File: src/rtl/pattern_machine_pkg.sv
// Shared constants and helpers for the serial pattern matcher.
// Default geometry: 4-bit pattern 1011, 8-bit match counter.
package pattern_machine_pkg;

  localparam int DEF_PAT_W = 4;
  localparam int DEF_CNT_W = 8;
  localparam logic [DEF_PAT_W-1:0] DEF_PATTERN = 4'b1011;

  // Ceiling log2; returns 0 for n <= 1.
  function automatic int clog2(input int n);
    int r;
    r = 0;
    for (int i = 0; i < 31; i++) begin
      if ((1 << i) < n) r = i + 1;
    end
    return r;
  endfunction

endpackage

File: src/rtl/pm_next_state.sv
// Combinational prefix-function transition for the pattern matcher.
// Zero latency; pure function of (s, x), no flow control.
module pm_next_state
  import pattern_machine_pkg::*;
#(
  parameter int                PAT_W   = DEF_PAT_W,
  parameter logic [PAT_W-1:0]  PATTERN = DEF_PATTERN,
  parameter bit                OVERLAP = 1'b1,
  parameter int                SW      = clog2(DEF_PAT_W + 1)
) (
  input  logic [SW-1:0] s,
  input  logic          x,
  output logic [SW-1:0] s_nxt
);

  // Build the string "matched prefix + new bit" and find the longest
  // pattern prefix that is also its suffix; a full match is followed by
  // the failure length, or by a fresh start when overlap is disabled.
  function automatic int step(input int cur, input logic xb);
    logic [PAT_W:0]   t;
    logic [PAT_W:0]   sh;
    logic [PAT_W-1:0] pp;
    int               base;
    int               len;
    int               best;
    logic             ok;
    base = (cur == PAT_W && OVERLAP == 1'b0) ? 0 : cur;
    t    = '0;
    for (int j = 0; j <= PAT_W; j++) begin
      if (j < base) begin
        pp   = PATTERN >> (PAT_W - 1 - j);
        t[j] = pp[0];
      end else if (j == base) begin
        t[j] = xb;
      end
    end
    len  = base + 1;
    best = 0;
    for (int k = 1; k <= PAT_W; k++) begin
      if (k <= len) begin
        ok = 1'b1;
        for (int i = 0; i < PAT_W; i++) begin
          if (i < k) begin
            pp = PATTERN >> (PAT_W - 1 - i);
            sh = t >> (len - k + i);
            if (pp[0] != sh[0]) ok = 1'b0;
          end
        end
        if (ok) best = k;
      end
    end
    return best;
  endfunction

  always_comb begin
    s_nxt = '0;
    for (int c = 0; c <= PAT_W; c++) begin
      if (int'(s) == c) s_nxt = SW'(step(c, x));
    end
  end

endmodule

File: src/rtl/pattern_machine.sv
// Serial pattern detector: S = matched prefix length, F = full match, optional counter.
// One cycle per consumed bit; en=0 holds all state. Counter built only with PATTERN_MACHINE_COUNT_EN.
module pattern_machine
  import pattern_machine_pkg::*;
#(
  parameter int               PAT_W   = DEF_PAT_W,
  parameter logic [PAT_W-1:0] PATTERN = DEF_PATTERN,
  parameter bit               OVERLAP = 1'b1,
  parameter int               CNT_W   = DEF_CNT_W
) (
  input  logic                          CLK,
  input  logic                          RESET,
  input  logic                          x,
  input  logic                          en,
  output logic                          F,
  output logic [clog2(PAT_W + 1)-1:0]   S,
  output logic [CNT_W-1:0]              match_cnt
);

  localparam int SW = clog2(PAT_W + 1);

  logic [SW-1:0] s_nxt;

  pm_next_state #(
    .PAT_W   (PAT_W),
    .PATTERN (PATTERN),
    .OVERLAP (OVERLAP),
    .SW      (SW)
  ) u_next (
    .s     (S),
    .x     (x),
    .s_nxt (s_nxt)
  );

  always_ff @(posedge CLK) begin
    if (RESET) S <= '0;
    else if (en) S <= s_nxt;
  end

  assign F = (S == SW'(PAT_W));

`ifdef PATTERN_MACHINE_COUNT_EN
  logic [CNT_W-1:0] cnt_q;

  // Saturates at all-ones rather than wrapping.
  always_ff @(posedge CLK) begin
    if (RESET) cnt_q <= '0;
    else if (en && s_nxt == SW'(PAT_W) && cnt_q != '1) cnt_q <= cnt_q + 1'b1;
  end

  assign match_cnt = cnt_q;
`else
  assign match_cnt = '0;
`endif

endmodule

File: config.mk
export PLATFORM = sky130hd
export DESIGN_NAME = pattern_machine
export DESIGN_NICKNAME = d
export VERILOG_FILES = /design/src/rtl/pattern_machine_pkg.sv /design/src/rtl/pm_next_state.sv /design/src/rtl/pattern_machine.sv
export SDC_FILE = /design/constraint.sdc
export NUM_CORES = 1
export LEC_CHECK = 0
export BUFFER_PORTS_ARGS = -buffer_cell sky130_fd_sc_hd__buf_2
export CAP_MARGIN = 20
export CORE_AREA = 2 2 39 41
export CTS_CLUSTER_DIAMETER = 200
export CTS_CLUSTER_SIZE = 28
export DETAILED_ROUTE_END_ITERATION = 10
export DIE_AREA = 0 0 41 43
export PLACE_DENSITY = 0.4
export SYNTH_ARGS = -nofsm -noshare
export SYNTH_HDL_FRONTEND = slang
export SYNTH_SLANG_ARGS = --single-unit
export TNS_END_PERCENT = 20
File: constraint.sdc
create_clock -name CLK -period 1.2 [get_ports CLK]
set_input_delay 0.24 -clock CLK [delete_from_list [all_inputs] [get_ports CLK]]
set_output_delay 0.24 -clock CLK [all_outputs]
set_load 0.03 [all_outputs]
Yosys cells after proc, flatten, opt, wreduce, memory -nomap -nowiden. Index checks and enable logic that the tools add are counted.

Add/sub/neg operators: 0. $mul: 0. Divide/modulo/power cells: 0. $lt $le $gt $ge: 0. Equality and inequality tests: 5. Shift operators: 0. Mux-type cells: 68. Bitwise logic cells: 0. Reduce and logical (&&, ||, !) cells: 1.

Operator list (number): 2-to-1 mux 1 bit (55); 2-to-1 mux 3 bit (7); equality test 3 bit, second input constant (4); 2-to-1 mux 2 bit (6); equality test 3 x 2 -> 1 bit, second input constant (1); logical NOT 3 bit (1).

Register bits: 3. Bits in latches: 0. Bits in writable memories: 0. Memory bits (read-only): 0. Memories: 0.

Longest topological paths before layout.
Depth after elaboration: 10. Depth in mapped cells: 3. Gate-level depth less buffers: 3.

Cells and area by module. A second synthesis with hierarchy kept.

Cell total of the unflattened synthesis: 27. Area, all modules: 230.2 um2.

By module, submodules not included: pattern_machine (instances 1, cells an instance 19, area an instance 172.7 um2, sequential area each 60.1 um2); pm_next_state (instances 1, cells an instance 8, area an instance 57.6 um2, sequential area each 0.0 um2).

Worst setup path after synthesis. Ideal clock, no wire load.

Path type: flip-flop to flip-flop. Start point: register S[2]. End point: register S[1]. Library setup time: 0.074 ns. Arrival time: 1.365 ns. Data required time: 1.126 ns. Path slack: -0.239 ns. Cell stages (with the launch flop): 4. Period minus slack after synthesis: 1.439 ns. Path through: dfxtp_1 > nor3b_2 > nand3b_1 > a31oi_1.

Word-level cells in the longest chain between the ends: 5. Elaborated cells on any way between the ends: 8. Classes of those cells: eq/ne: 4; mux: 4.

RTL lines: start: declaration (line pattern_machine.sv:16) `output logic [clog2(PAT_W + 1)-1:0] S,`; start signal: assignment (line pattern_machine.sv:37) `else if (en) S <= s_nxt;`; equality test 3 x 2 -> 1 bit (line pm_next_state.sv:58) `if (int'(s) == c) s_nxt = SW'(step(c, x));`; 2-to-1 mux 3 bit (3 in a row) (line pm_next_state.sv:58); 2-to-1 mux 3 bit * (line pm_next_state.sv:58).

Mark *: on every way between the ends. The rest lies on a longest branch, timed or not. A chain may end at the register's enable or synchronous reset.

Worst setup path in the final report.
Start point: register S[1]. End point: output F.

Word-level cells in the longest chain between the ends: 1.

RTL lines: equality test 3 bit (line pattern_machine.sv:40) `assign F = (S == SW'(PAT_W));`; end: declaration (line pattern_machine.sv:15) `output logic F,`.

Every way passes these cells.

==> summary.txt <==
Clock tree
  • H-tree depth: 1
  • Clk pin slew, worst setup/hold paths: roughly 0.04 ns
  • CTS Buf Count: 3
  • CTS tree: built
  • CTS Sinks: 3
  • Max Root-Sink Buffers: 2
  • Clk root buf: clkbuf_4
  • Insertion delay to the later sink of the worst-skew pair: 0.23 ns

Setup path
  • CP Max Fanout: 3
  • CP max stage cell: dfxtp_4
  • Worst path arrival time: 0.94 ns
  • Worst R2R End: S[1]$_SDFFE_PP0P_
  • Worst-case reg-to-reg path depth: 5
  • Reg-to-reg startpoint: S[1]$_SDFFE_PP0P_
  • Crit-path cells: nor3b_4 -> buf_6
  • Critical Path RT: 0.96 ns
  • Crit-path max cell delay: 0.35 ns
  • CP startpoint: S[1]$_SDFFE_PP0P_
  • Crit. End Element: output pin
  • CP Class: reg -> out
  • Critical Path Start Type: flop
  • R2R setup slack: 0.08 ns
  • Worst Setup EP: F

Synth
  • Mapped cell area: between 200 and 250 µm²
  • Yosys warnings: 0
  • Most frequent cells after synthesis: 8 x buf_4, 3 x dfxtp_1, 3 x nand3b_1
  • Post-synth EDFFs: 0
  • Syn Area/Cell: 8.53 µm²
  • Yosys top cell area share: 26.1%
  • Syn Inst Count: 27
  • Ys flop type: dfxtp_1
  • Seq/Total Area, Yosys: 26.1%
  • Top-count cell post-synth: buf_4
  • Netlist cell types: 14
  • Cell taking the most area after synthesis: dfxtp_1
  • Top area cells in the synthesized netlist: dfxtp_1 26%, buf_4 26%, nand3b_1 9.8%
  • Synth Register Bits: 3
  • Post-synthesis async set-or-reset flop share: 0%

Global routing
  • Largest net degree at the start of global routing: 8
  • Initial antenna violation count: 0
  • GRT overflow: 0
  • First-pass GRT wire length: 765 µm
  • Vias in the first global route: 171
  • GRT Overall Usage: 7.33%

Floorplan
  • Die ar.: 0.00176 mm²
  • Initial Util: 16.6%
  • Row count: 14
  • Core box area: between 0.001 and 0.0015 mm²
  • Ports: 16
  • Die Span X: around 41 µm
  • Die Height: 43 µm

Layout
  • Top flop regs: S: 3 flops
  • Layout area overhead: 53.8%
  • Largest Register: S
  • Nets: 49
  • Final Non-Filler Cells: 60
  • Layout cells sized above 1: 52.3%
  • Finished Cell Area: 354 µm²
  • Ant. Diodes: 0
  • Largest register FFs: 3

Run
  • Maxcap violations: 0

Detailed routing
  • Detailed-route wire length per cell: 9.37 µm
  • Met3 WL post-DR: 34 µm
  • Initial drt markers: 2
  • Wire length on met1: around 200 µm
  • Met2 Routed Length: 333 µm
  • DR top layer: met3
  • Detailed Routing Iterations Pass 1: 4
  • Vias post-DR: 225
  • DRC: 0
  • Vias per cell: 3.75
  • Post-route ant nets: 0
  • Routed WL: 562 µm

STA
  • Final Max Tran Viols: 0
  • F_max: 0.844 GHz
  • Tmin final: ~1.2 ns
  • Hold WS: 0.204 ns
  • Clock skew: 0.00152 ns
  • RSZ-0062 raised after global routing: yes
  • Final setup margin: between 0.015 and 0.02 ns
  • Final Setup Violations: 0
  • Final Hold Viols: 0
  • Fin crit share: roughly 100%

Placement
  • Dpl ws: a little under 0.2 ns
  • Detail Placement HPWL: between 300 and 400 µm
  • Post-Place Cells: 49
  • Input/output buffers: 7
  • Placed cell area: 262 µm²
  • Routability congestion estimate: 0.606

Power and ir drop
  • Power Density: 997 mW/mm²
  • Lkg Pwr: between 0.15 and 0.2 nW
  • Peak supply drop: 0.446 mV

Outcome
  • Status: finished clean

Min path
  • HP Class: in -> reg
cell usage in the layout (no fill, tap or decap):
cell type,n
a21o_1,1
a21oi_1,2
a31oi_1,1
buf_2,6
buf_4,7
buf_6,1
clkbuf_1,1
clkbuf_4,3
conb_1,8
dfxtp_4,3
mux2_2,1
nand2b_1,2
nand3b_1,3
nand4_1,1
nor2_1,1
nor2_2,1
nor3b_4,1
o211ai_1,1
worst min-delay path by stage:
stage / slack, ns / start / cells after the start / endpoint
finish: 0.20 / RESET / 2 / S[2]$_SDFFE_PP0P_
global route: 0.20 / RESET / 2 / S[2]$_SDFFE_PP0P_
CTS: 0.19 / RESET / 2 / S[2]$_SDFFE_PP0P_
detailed placement: 0.44 / RESET / 2 / S[2]$_SDFFE_PP0P_
global placement: 0.44 / RESET / 2 / S[2]$_SDFFE_PP0P_
floorplan: 0.30 / RESET / 1 / S[2]$_SDFFE_PP0P_
what timing repair did:
action | in CTS | in global routing
hold buffers | 0 | 0
gates cloned | 0 | 0
endpoints found under the setup margin | 1 | 1
pin swaps | 1 | 1
setup buffers | 4 | 3
resized for setup | 4 | 1
worst max-delay path: cells and delay by family, from the launching register on:
family / cells / cell delay (ns)
buffers and inverters: 1 / 0.16
DFF: 1 / 0.35
and+or+nand+nor: 1 / 0.21
where the power goes:
part	internal (mW)	switching [mW]
clock	0.125	0.0559
sequential	0.0985	0.00341
combinational	0.0164	0.0539
total	0.240	0.113
cells by family (layout without fill, tap and decap cells):
kind of cell	count (synthesis)	in the layout	share of synthesized area [%]
flip-flops	3	3	26.1
AO/OA/AOI/OAI	5	5	13.6
multiplexers	1	1	4.89
other	1	8	1.63
buffers and inverters	8	18	26.1
AND/OR/NAND/NOR	9	9	27.7
stage by stage:
stage	utilization, %	power, mW	TNS (ns)
floorplan	-	0.178	0
global placement	18.9	0.173	0
detailed placement	18.9	0.172	0
CTS	23.8	0.361	0
global route	25.6	0.386	-0.0195
finish	25.6	0.353	0
per-layer routing:
metal	GRT usage, %	vias to the layer above
met4	4.00	0
met2	10.3	10
met1	7.07	104
li1	-	111
met5	0	-
met3	6.28	0
layout make-up:
cell class,count,area [µm²]
Fill cell,170,1030
Multi-Input combinational cell,23,143
Timing Repair Buffer,14,93.8
Sequential cell,3,71.3
Clock buffer,4,26.3
Tap cell,16,20.0
Note: power is estimated with default switching activity, not from simulation.
